$ cat src/rtl/jtag_dtm_pkg.sv
// Shared types and constants for the JTAG debug transport module and its DMI master.
package jtag_dtm_pkg;

    localparam int unsigned IrWidth      = 5;
    localparam int unsigned DmiAbits     = 7;
    localparam int unsigned DmiDataWidth = 32;
    localparam int unsigned DmiOpWidth   = 2;
    localparam int unsigned DmiDrWidth   = DmiAbits + DmiDataWidth + DmiOpWidth;

    typedef enum logic [3:0] {
        TapTlr, TapRti,
        TapSelDr, TapCapDr, TapShiftDr, TapExit1Dr, TapPauseDr, TapExit2Dr, TapUpdDr,
        TapSelIr, TapCapIr, TapShiftIr, TapExit1Ir, TapPauseIr, TapExit2Ir, TapUpdIr
    } tap_state_e;

    typedef enum logic [1:0] {
        DmiIdle,
        DmiReq,
        DmiWait
    } dmi_fsm_e;

    localparam logic [IrWidth-1:0] IrIdcode = 5'h01;
    localparam logic [IrWidth-1:0] IrDtmcs  = 5'h10;
    localparam logic [IrWidth-1:0] IrDmi    = 5'h11;
    localparam logic [IrWidth-1:0] IrBypass = 5'h1F;

    localparam logic [DmiOpWidth-1:0] DmiOpRead   = 2'd1;
    localparam logic [DmiOpWidth-1:0] DmiOpWrite  = 2'd2;
    localparam logic [1:0]            DmiStatOk   = 2'd0;
    localparam logic [1:0]            DmiStatFail = 2'd2;
    localparam logic [1:0]            DmiStatBusy = 2'd3;

    // DMI data register layout, MSB first: addr, data, op
    typedef struct packed {
        logic [DmiAbits-1:0]     addr;
        logic [DmiDataWidth-1:0] data;
        logic [DmiOpWidth-1:0]   op;
    } dmi_dr_t;

    function automatic logic [31:0] dtmcs_word(input logic [1:0] dmistat);
        return {14'b0, 3'b000, 3'd1, dmistat, 6'(DmiAbits), 4'd1};
    endfunction

endpackage

$ cat src/rtl/jtag_tap_sync.sv
// Brings the asynchronous JTAG pins into the system clock domain and detects tck edges.
module jtag_tap_sync #(
    parameter int unsigned SyncStages = 2
) (
    input  logic clock,
    input  logic reset_ni,
    input  logic tck,
    input  logic tms,
    input  logic tdi,
    input  logic trst_n,
    output logic tms_s,
    output logic tdi_s,
    output logic trst_n_s,
    output logic tck_rise_c,
    output logic tck_fall_c
);

    logic [SyncStages-1:0] tck_q, tms_q, tdi_q, trst_q;
    logic                  tck_d;

    always_ff @(posedge clock or negedge reset_ni) begin
        if (!reset_ni) begin
            tck_q  <= '0;
            tms_q  <= '0;
            tdi_q  <= '0;
            trst_q <= '0;
            tck_d  <= 1'b0;
        end else begin
            tck_q  <= {tck_q[SyncStages-2:0], tck};
            tms_q  <= {tms_q[SyncStages-2:0], tms};
            tdi_q  <= {tdi_q[SyncStages-2:0], tdi};
            trst_q <= {trst_q[SyncStages-2:0], trst_n};
            tck_d  <= tck_q[SyncStages-1];
        end
    end

    assign tms_s      = tms_q[SyncStages-1];
    assign tdi_s      = tdi_q[SyncStages-1];
    assign trst_n_s   = trst_q[SyncStages-1];
    assign tck_rise_c = tck_q[SyncStages-1] & ~tck_d;
    assign tck_fall_c = ~tck_q[SyncStages-1] & tck_d;

endmodule

$ cat src/rtl/jtag_dmi_bridge.sv
// Oversampled JTAG DTM: TAP controller, IDCODE/DTMCS/DMI/BYPASS registers and a DMI request master.
module jtag_dmi_bridge
    import jtag_dtm_pkg::*;
#(
    parameter logic [31:0] IdcodeValue = 32'h04F5484D,
    parameter int unsigned SyncStages  = 2
) (
    input  logic                    clock,
    input  logic                    reset_ni,
    input  logic                    jtag_tck_i,
    input  logic                    jtag_tms_i,
    input  logic                    jtag_tdi_i,
    input  logic                    jtag_trst_ni,
    output logic                    jtag_tdo_o,
    output logic                    dmi_req_valid,
    input  logic                    dmi_req_ready,
    output logic [DmiAbits-1:0]     dmi_req_addr,
    output logic [DmiOpWidth-1:0]   dmi_req_op,
    output logic [DmiDataWidth-1:0] dmi_req_data,
    input  logic                    dmi_rsp_valid,
    output logic                    dmi_rsp_ready,
    input  logic [DmiDataWidth-1:0] dmi_rsp_data,
    input  logic [1:0]              dmi_rsp_resp,
    output logic                    dmi_rst_n
);

    logic tms_s, tdi_s, trst_n_s, tck_rise, tck_fall;

    jtag_tap_sync #(.SyncStages(SyncStages)) u_sync (
        .clock      (clock),
        .reset_ni   (reset_ni),
        .tck        (jtag_tck_i),
        .tms        (jtag_tms_i),
        .tdi        (jtag_tdi_i),
        .trst_n     (jtag_trst_ni),
        .tms_s      (tms_s),
        .tdi_s      (tdi_s),
        .trst_n_s   (trst_n_s),
        .tck_rise_c (tck_rise),
        .tck_fall_c (tck_fall)
    );

    tap_state_e tap_q, tap_d;
    logic capture_dr, shift_dr, update_dr, capture_ir, shift_ir, update_ir;

    always_ff @(posedge clock or negedge reset_ni) begin
        if (!reset_ni)      tap_q <= TapTlr;
        else if (!trst_n_s) tap_q <= TapTlr;
        else if (tck_rise)  tap_q <= tap_d;
    end

    always_comb begin
        tap_d = tap_q;
        case (tap_q)
            TapTlr:     tap_d = tms_s ? TapTlr     : TapRti;
            TapRti:     tap_d = tms_s ? TapSelDr   : TapRti;
            TapSelDr:   tap_d = tms_s ? TapSelIr   : TapCapDr;
            TapCapDr:   tap_d = tms_s ? TapExit1Dr : TapShiftDr;
            TapShiftDr: tap_d = tms_s ? TapExit1Dr : TapShiftDr;
            TapExit1Dr: tap_d = tms_s ? TapUpdDr   : TapPauseDr;
            TapPauseDr: tap_d = tms_s ? TapExit2Dr : TapPauseDr;
            TapExit2Dr: tap_d = tms_s ? TapUpdDr   : TapShiftDr;
            TapUpdDr:   tap_d = tms_s ? TapSelDr   : TapRti;
            TapSelIr:   tap_d = tms_s ? TapTlr     : TapCapIr;
            TapCapIr:   tap_d = tms_s ? TapExit1Ir : TapShiftIr;
            TapShiftIr: tap_d = tms_s ? TapExit1Ir : TapShiftIr;
            TapExit1Ir: tap_d = tms_s ? TapUpdIr   : TapPauseIr;
            TapPauseIr: tap_d = tms_s ? TapExit2Ir : TapPauseIr;
            TapExit2Ir: tap_d = tms_s ? TapUpdIr   : TapShiftIr;
            TapUpdIr:   tap_d = tms_s ? TapSelDr   : TapRti;
        endcase
    end

    // Register actions fire on the tck rise that leaves the corresponding state
    always_comb begin
        capture_dr = 1'b0;
        shift_dr   = 1'b0;
        update_dr  = 1'b0;
        capture_ir = 1'b0;
        shift_ir   = 1'b0;
        update_ir  = 1'b0;
        if (tck_rise && trst_n_s) begin
            case (tap_q)
                TapCapDr:   capture_dr = 1'b1;
                TapShiftDr: shift_dr   = 1'b1;
                TapUpdDr:   update_dr  = 1'b1;
                TapCapIr:   capture_ir = 1'b1;
                TapShiftIr: shift_ir   = 1'b1;
                TapUpdIr:   update_ir  = 1'b1;
                default: ;
            endcase
        end
    end

    logic [IrWidth-1:0] ir_q, ir_sr_q;

    always_ff @(posedge clock or negedge reset_ni) begin
        if (!reset_ni) begin
            ir_q    <= IrIdcode;
            ir_sr_q <= '0;
        end else begin
            if (capture_ir)    ir_sr_q <= 5'b00001;
            else if (shift_ir) ir_sr_q <= {tdi_s, ir_sr_q[IrWidth-1:1]};
            if (!trst_n_s || tap_q == TapTlr) ir_q <= IrIdcode;
            else if (update_ir)               ir_q <= ir_sr_q;
        end
    end

    dmi_fsm_e dmi_q, dmi_d;
    logic [DmiDrWidth-1:0]   dr_q, dr_shifted;
    dmi_dr_t                 dr_dmi;
    logic [DmiAbits-1:0]     req_addr_q;
    logic [DmiDataWidth-1:0] req_data_q, last_rdata_q;
    logic [DmiOpWidth-1:0]   req_op_q;
    logic [1:0]              sticky_q, dmi_status;
    logic upd_dtmcs, upd_dmi, hardreset, dmireset, busy_eff, dmi_accept, rsp_fire;

    assign dr_dmi     = dmi_dr_t'(dr_q);
    assign dmi_status = (dmi_q != DmiIdle) ? DmiStatBusy : sticky_q;
    assign upd_dtmcs  = update_dr && (ir_q == IrDtmcs);
    assign upd_dmi    = update_dr && (ir_q == IrDmi);
    assign hardreset  = upd_dtmcs && dr_q[17];
    assign dmireset   = upd_dtmcs && dr_q[16];
    // A response arriving in the same cycle frees the FSM for a new request
    assign busy_eff   = (dmi_q == DmiReq) || ((dmi_q == DmiWait) && !dmi_rsp_valid);
    assign dmi_accept = upd_dmi && ((dr_dmi.op == DmiOpRead) || (dr_dmi.op == DmiOpWrite))
                        && (sticky_q == DmiStatOk) && !busy_eff;
    assign rsp_fire   = (dmi_q == DmiWait) && dmi_rsp_valid && !hardreset;

    // Serial data enters at the MSB of whichever register is selected
    always_comb begin
        dr_shifted = {1'b0, dr_q[DmiDrWidth-1:1]};
        case (ir_q)
            IrIdcode, IrDtmcs: dr_shifted[31]            = tdi_s;
            IrDmi:             dr_shifted[DmiDrWidth-1] = tdi_s;
            default:           dr_shifted[0]            = tdi_s;
        endcase
    end

    always_ff @(posedge clock or negedge reset_ni) begin
        if (!reset_ni) begin
            dr_q <= '0;
        end else if (capture_dr) begin
            case (ir_q)
                IrIdcode: dr_q <= DmiDrWidth'(IdcodeValue);
                IrDtmcs:  dr_q <= DmiDrWidth'(dtmcs_word(dmi_status));
                IrDmi:    dr_q <= {req_addr_q, last_rdata_q, dmi_status};
                default:  dr_q <= '0;
            endcase
        end else if (shift_dr) begin
            dr_q <= dr_shifted;
        end
    end

    always_ff @(posedge clock or negedge reset_ni) begin
        if (!reset_ni) begin
            req_addr_q   <= '0;
            req_data_q   <= '0;
            req_op_q     <= '0;
            last_rdata_q <= '0;
            sticky_q     <= DmiStatOk;
            dmi_rst_n    <= 1'b1;
        end else begin
            dmi_rst_n <= !hardreset;
            if (dmi_accept) begin
                req_addr_q <= dr_dmi.addr;
                req_data_q <= dr_dmi.data;
                req_op_q   <= dr_dmi.op;
            end
            if (rsp_fire && req_op_q == DmiOpRead) last_rdata_q <= dmi_rsp_data;
            // Sticky status holds its first error until dmireset
            if (dmireset) begin
                sticky_q <= DmiStatOk;
            end else if (sticky_q == DmiStatOk) begin
                if (upd_dmi && busy_eff)                         sticky_q <= DmiStatBusy;
                else if (rsp_fire && dmi_rsp_resp != DmiStatOk) sticky_q <= DmiStatFail;
            end
        end
    end

    always_ff @(posedge clock or negedge reset_ni) begin
        if (!reset_ni) dmi_q <= DmiIdle;
        else           dmi_q <= dmi_d;
    end

    always_comb begin
        dmi_d = dmi_q;
        if (hardreset) begin
            dmi_d = DmiIdle;
        end else begin
            case (dmi_q)
                DmiIdle: if (dmi_accept)    dmi_d = DmiReq;
                DmiReq:  if (dmi_req_ready) dmi_d = DmiWait;
                DmiWait: if (dmi_rsp_valid) dmi_d = dmi_accept ? DmiReq : DmiIdle;
                default: dmi_d = DmiIdle;
            endcase
        end
    end

    always_comb begin
        dmi_req_valid = 1'b0;
        dmi_rsp_ready = 1'b0;
        case (dmi_q)
            DmiReq:  dmi_req_valid = 1'b1;
            DmiWait: dmi_rsp_ready = 1'b1;
            default: ;
        endcase
    end

    assign dmi_req_addr = req_addr_q;
    assign dmi_req_op   = req_op_q;
    assign dmi_req_data = req_data_q;

    always_ff @(posedge clock or negedge reset_ni) begin
        if (!reset_ni) begin
            jtag_tdo_o <= 1'b0;
        end else if (!trst_n_s) begin
            jtag_tdo_o <= 1'b0;
        end else if (tck_fall) begin
            case (tap_q)
                TapShiftIr: jtag_tdo_o <= ir_sr_q[0];
                TapShiftDr: jtag_tdo_o <= dr_q[0];
                default:    jtag_tdo_o <= 1'b0;
            endcase
        end
    end

endmodule

$ cat config.mk
export PLATFORM = sky130hd
export DESIGN_NAME = jtag_dmi_bridge
export DESIGN_NICKNAME = d
export VERILOG_FILES = /design/src/rtl/jtag_dtm_pkg.sv /design/src/rtl/jtag_tap_sync.sv /design/src/rtl/jtag_dmi_bridge.sv
export SDC_FILE = /design/constraint.sdc
export NUM_CORES = 1
export LEC_CHECK = 0
export ABC_AREA = 1
export CORE_ASPECT_RATIO = 1.75
export CORE_MARGIN = 3
export CORE_UTILIZATION = 55
export DETAILED_ROUTE_END_ITERATION = 8
export PLACE_DENSITY = 0.8
export SYNTH_ARGS = -nofsm -noshare
export SYNTH_HDL_FRONTEND = slang
export SYNTH_SLANG_ARGS = --single-unit
$ cat constraint.sdc
create_clock -name clock -period 1.89 [get_ports clock]
set_input_delay 0.378 -clock clock [delete_from_list [all_inputs] [get_ports clock]]
set_output_delay 0.378 -clock clock [all_outputs]
set_load 0.01 [all_outputs]
== Word level (Yosys, flattened, before mapping) ==
Cells that the tools add are included.
Word-level totals
  bits in writable memories: 0
  logic and storage cells: 140
  bits in read-only memories: 0
  memories: 0
  latch bits: 0
  register bits: 143
Cells by class
  muxes and demuxes: 53
  shift operators: 0
  div/mod/pow operators: 0
  multipliers: 0
  eq/ne operators: 28
  add/subtract/negate cells: 0
  bitwise logic cells: 4
  reduce and logical (&&, ||, !) cells: 38
  $lt $le $gt $ge: 0
Operators with widths (number)
  41-bit one-hot mux with 3 select lines: 1
  41-bit 2-to-1 mux: 2
  4-bit one-hot mux with 12 select lines: 1
  4-bit == test (second input constant): 8
  2-bit 2-to-1 mux: 12
  4-bit 2-to-1 mux: 6
  1-bit 2-to-1 mux: 23
  5-bit 2-to-1 mux: 4
  4-bit by 3-bit == test with 1-bit output (second input constant): 4
  1-bit logical AND: 14
  2-bit nonzero test: 6
  5-bit == test (second input constant): 2
  3-bit != test (second input constant): 3
  4-bit by 2-bit == test with 1-bit output (second input constant): 2
  2-bit by 1-bit == test with 1-bit output (second input constant): 3
  3-bit 2-to-1 mux: 2
  2-bit one-hot mux with 3 select lines: 1
  2-bit OR reduction: 3
  3-bit OR reduction: 2
  5-bit by 1-bit == test with 1-bit output (second input constant): 1
  2-bit == test (second input constant): 2
  4-bit by 1-bit == test with 1-bit output (second input constant): 1
  1-bit zero test: 4
  2-bit zero test: 2
  9 further kinds: 14

== Longest topological paths before layout ==
Gate-level depths: netlist (run 1).
  depth after elaboration: 13
  mapped depth: 12

== By module ==
Synthesis (run 1) repeated with hierarchy kept, for this count alone.
Unflattened totals
  cell total of the unflattened synthesis: 708
  area, all modules: 6274.8 um^2
By module, submodules not included
  jtag_dmi_bridge: cells each 695, sequential area each 3355.7 um^2, times used 1, area an instance 6034.5 um^2
  jtag_tap_sync: cells each 13, sequential area each 225.2 um^2, times used 1, area an instance 240.2 um^2

== Worst setup path after synthesis (run 1) ==
No wires, ideal clock.
  path kind: flip-flop to flip-flop
  from: register ir_q[0]
  to: register req_data_q[10], in the netlist dmi_req_data[10]
  setup time: 0.120 ns
  data arrival time: 1.570 ns
  cell stages (with the launch flop): 10
  slack: 0.200 ns
  buffers on the path: 1
  data required time: 1.770 ns
  cell sequence: dfstp_2 -> inv_1 -> nor2_1 -> nand2_1 -> nor2_2 -> and2_4 -> nand3b_4 -> clkbuf_1 -> o21ai_0 -> inv_1
On the way
  longest elaborated chain between the ends: 5
RTL lines
  start, declared: line jtag_dmi_bridge.sv:95  | logic [IrWidth-1:0] ir_q, ir_sr_q;
  start signal, assigned: line jtag_dmi_bridge.sv:99  | ir_q <= IrIdcode;
  start signal, assigned: line jtag_dmi_bridge.sv:104  | if (!trst_n_s || tap_q == TapTlr) ir_q <= IrIdcode;
  start signal, assigned: line jtag_dmi_bridge.sv:105  | else if (update_ir) ir_q <= ir_sr_q;
  5-bit == test: line jtag_dmi_bridge.sv:121  | assign upd_dmi = update_dr && (ir_q == IrDmi);
  1-bit logical AND: line jtag_dmi_bridge.sv:121
  1-bit logical AND: line jtag_dmi_bridge.sv:126  | assign dmi_accept = upd_dmi && ((dr_dmi.op == DmiOpRead) || (dr_dmi.op == DmiOpWrite))
  1-bit logical AND (2 in a row): line jtag_dmi_bridge.sv:127  | && (sticky_q == DmiStatOk) && !busy_eff;
  end signal, assigned: line jtag_dmi_bridge.sv:167  | req_data_q <= dr_dmi.data;
  end, declared: line jtag_dmi_bridge.sv:113  | logic [DmiDataWidth-1:0] req_data_q, last_rdata_q;
Every way passes these cells.
A chain may end at the register's enable or synchronous reset.

== Worst setup path in the final report (run 1) ==
  from: register dmi_rst_n
  to: output dmi_rst_n
RTL lines
  start, declared: line jtag_dmi_bridge.sv:24  | output logic dmi_rst_n
  start signal, assigned: line jtag_dmi_bridge.sv:164  | dmi_rst_n <= !hardreset;
No word-level cell between the ends.

==> impl_metrics.env, run 1 <==
export IMPL_status="finished, final reports clean"
export IMPL_drive_gt1_frac=0.101
export IMPL_syn_area_per_cell_sq_um=8.32
export IMPL_rsz0062_at_grt="yes"
export IMPL_internal_power_mw=5.33
export IMPL_p_per_area_mw_per_mm2=815
export IMPL_drv_cap=0
export IMPL_buffer_ports_inserted=86
export IMPL_slew_viol_final=0
export IMPL_startpoint_type="flop"
export IMPL_syn_nets=819
export IMPL_io_pins=87
export IMPL_p_clk_frac=0.508
export IMPL_vias_per_cell=5.45
export IMPL_wl_microns=15700
export IMPL_die_w_microns=88.0
export IMPL_htreeDepth=4
export IMPL_reg2reg_slack_ps=90
export IMPL_gp_congestion=0.836
export IMPL_overflow=0
export IMPL_holdPathStages=0
export IMPL_final_nets=924
export IMPL_worstRegToRegCells=8
export IMPL_ys_seq_elements=143
export IMPL_whs_endpoint="u_sync.trst_q[1]$_DFF_PN0_"
export IMPL_cts_tree="yes"
export IMPL_dieArea_sq_mm=0.0131
export IMPL_use_met3=0.0545
export IMPL_grt_pass1_wl_microns=26100
export IMPL_track_usage=0.253
export IMPL_cpMaxStageDelayCell="clkdlybuf4s50_1"
export IMPL_power_frac_seq=0.460
export IMPL_grt_start_max_net_pins=65
export IMPL_finalSetupViolCount=0
export IMPL_slew_headroom=0.646
export IMPL_finClkSkew_ps=7.92
export IMPL_clockBufferDepth=2
export IMPL_stdcell_area_sq_mm=0.00823
export IMPL_crit_family="buffers and inverters"
export IMPL_p_leak_nw=4.11
export IMPL_p_sw_mw=1.38
export IMPL_synthDistinctLibCells=38
export IMPL_final_cell_mix="nand2_1 (156), inv_1 (144), dfrtp_1 (139)"
export IMPL_rows=51
export IMPL_min_from="u_sync.trst_q[0]$_DFF_PN0_"
export IMPL_r2r_end="dmi_req_data[10]$_DFFE_PN0P_"
export IMPL_area_growth_pct=27.2
export IMPL_ys_warn_count=0
export IMPL_synthTopCellsByArea="dfrtp_1 (55%), nand2_1 (9.1%), inv_1 (8.4%)"
export IMPL_netlist_instances=777
export IMPL_seq_area_frac_synth=0.554
export IMPL_routedWlPerCell_microns=15.2
export IMPL_r2r_start="tap_q[2]$_DFFE_PN0P_"
export IMPL_vias=5597
export IMPL_final_antenna_net_count=0
export IMPL_p_comb_frac=0.031
export IMPL_critPathRequiredTime_ps=1510
export IMPL_hold_class="reg -> reg"
export IMPL_register_area_sq_mm=0.00358
export IMPL_total_power_mw=6.70
export IMPL_first_pass_iters=6
export IMPL_die_h_microns=149
export IMPL_gr_max_usage_layer="met2"
export IMPL_critPathMaxFanout=1
export IMPL_post_route_min_period_ps=1830
export IMPL_core_sq_mm=0.0113
export IMPL_grt_use_met1=0.300
export IMPL_met2_usage=0.450
export IMPL_yosysTopAreaCellShare=0.546
export IMPL_route_detailed_drc=0
export IMPL_fin_util=0.728
export IMPL_arrival_ps=1450
export IMPL_path_class="reg -> out"
export IMPL_grt_pass1_vias=5615
export IMPL_synth_area_leader_cell="dfrtp_1"
export IMPL_clock_latency_ps=410
export IMPL_hold_viol=0
export IMPL_fill_cells=813
export IMPL_ir_drop_uv=663
export IMPL_swShare=0.206
export IMPL_hpwl_microns=10900
export IMPL_start_util=0.573
export IMPL_crit_buf_inv=1
export IMPL_fin_crit_sh=0.966
export IMPL_path_cells="clkdlybuf4s50_1"
export IMPL_multi_input_area_sq_mm=0.00214
export IMPL_diodes=0
export IMPL_dpl_instance_area_sq_mm=0.00758
export IMPL_cts_sinks=143
export IMPL_cts_clk_slew_worst_paths_ps=60
export IMPL_first_iter_violations=565
export IMPL_netlist_area_sq_mm=0.00647
export IMPL_tightest_slew_ps=531
export IMPL_clock_fmax_mhz=548
export IMPL_cts_root_buf="clkbuf_16"
export IMPL_cts_inserted_buffers=17
export IMPL_critical_path_max_stage_delay_ps=520
export IMPL_final_common_cell="nand2_1"
export IMPL_grt_antenna_before_repair=0
export IMPL_crit_path_end_kind="output pin"
-- kinds of logic (layout without fill, tap and decap cells) --
logic type,count (synthesis),after routing,synth area share
AND/OR/NAND/NOR,264,264,0.174
buffers and inverters,182,300,0.116
flip-flops,143,143,0.554
AO/OA/AOI/OAI,188,188,0.157
-- how the worst max path moves through the flow --
stage,from,to,depth (start not counted)
2_1_floorplan,ir_q[0]$_DFFE_PN1P_,dmi_req_data[10]$_DFFE_PN0P_,9
3_3_place_gp,dmi_rsp_valid,dmi_req_data[17]$_DFFE_PN0P_,10
3_5_place_dp,dmi_rsp_valid,dmi_req_data[6]$_DFFE_PN0P_,10
4_1_cts,tap_q[2]$_DFFE_PN0P_,dr_dmi[4]$_DFFE_PN0P_,9
5_1_grt,tap_q[3]$_DFFE_PN0P_,dmi_req_data[12]$_DFFE_PN0P_,9
6_report,dmi_rst_n$_DFF_PN1_,dmi_rst_n,1
-- synth_stat cells, drive strengths merged --
master / number
o21ai: 82
o211ai: 13
nor3b: 1
clkbuf: 6
o31ai: 1
or2: 2
and2: 1
dfstp: 2
nand3: 23
nand2: 158
o21a: 1
a21oi: 76
a31oi: 6
a22o: 2
nand4: 3
o221ai: 2
a22oi: 2
o2111ai: 1
nor3: 5
buf: 27
o22ai: 2
inv: 149
dfrtp: 141
nor2: 69
nand3b: 2
-- through the flow --
stage | hold WS, ps | setup slack (ps) | instances | setup TNS (ps)
after global placement | 336 | -43.0 | 993 | -263
final | 349 | 64.8 | 1027 | 0
after detailed placement | 342 | -117 | 993 | -2520
after floorplan | 82.4 | 200 | 777 | 0
after global routing | 357 | -17.5 | 1027 | -42.9
after CTS | 355 | 37.8 | 1026 | 0
-- routing by layer --
| layer | vias up | wire [microns] |
|---|---|---|
| met3 | 41 | 741 |
| met5 | - | 0 |
| met2 | 229 | 8590 |
| li1 | 2649 | - |
| met1 | 2678 | 6030 |
| met4 | 0 | 302 |
-- final cells by class --
type,count,area share
flip-flops and latches,143,0.436
repair buffers,119,0.141
clock buffers,19,0.0551
clock inverters,13,0.0198
inverters,149,0.0680
well taps,132,0.0201
multi-input cells,452,0.260
-- power groups by stage --
stage / registers [mW] / clock network (mW) / logic, mW
after floorplan: 3.14 / 0 / 0.0349
after global placement: 3.14 / 0 / 0.206
after detailed placement: 3.14 / 0 / 0.210
after CTS: 3.09 / 3.44 / 0.213
after global routing: 3.09 / 3.60 / 0.233
final: 3.09 / 3.41 / 0.209
-- sequential cells by signal, summed over array words and instances (netlist names), 2 cells and up --
register,cells
dr_dmi,41
dmi_req_data,32
last_rdata_q,32
dmi_req_addr,7
ir_q,5
ir_sr_q,5
tap_q,4
dmi_q,2
dmi_req_op,2
sticky_q,2
u_sync.tck_q,2
u_sync.tdi_q,2
u_sync.tms_q,2
u_sync.trst_q,2
-- repair_timing --
item,in CTS,in global routing
endpoints found under the setup margin,2,56
hold buffers,1,0
gates resized for setup,3,7
cloned,0,0
endpoints found under the hold margin,50,0
setup buffers,0,1
pin swaps,0,1
Note: power is estimated with default switching activity, not from simulation.
==> run 2, diff against run 1 <==
Settings changed: GPL_TIMING_DRIVEN set to 1.
==> results of run 2 <==
Final layout, timing and power as in run 1 (identical DEF).
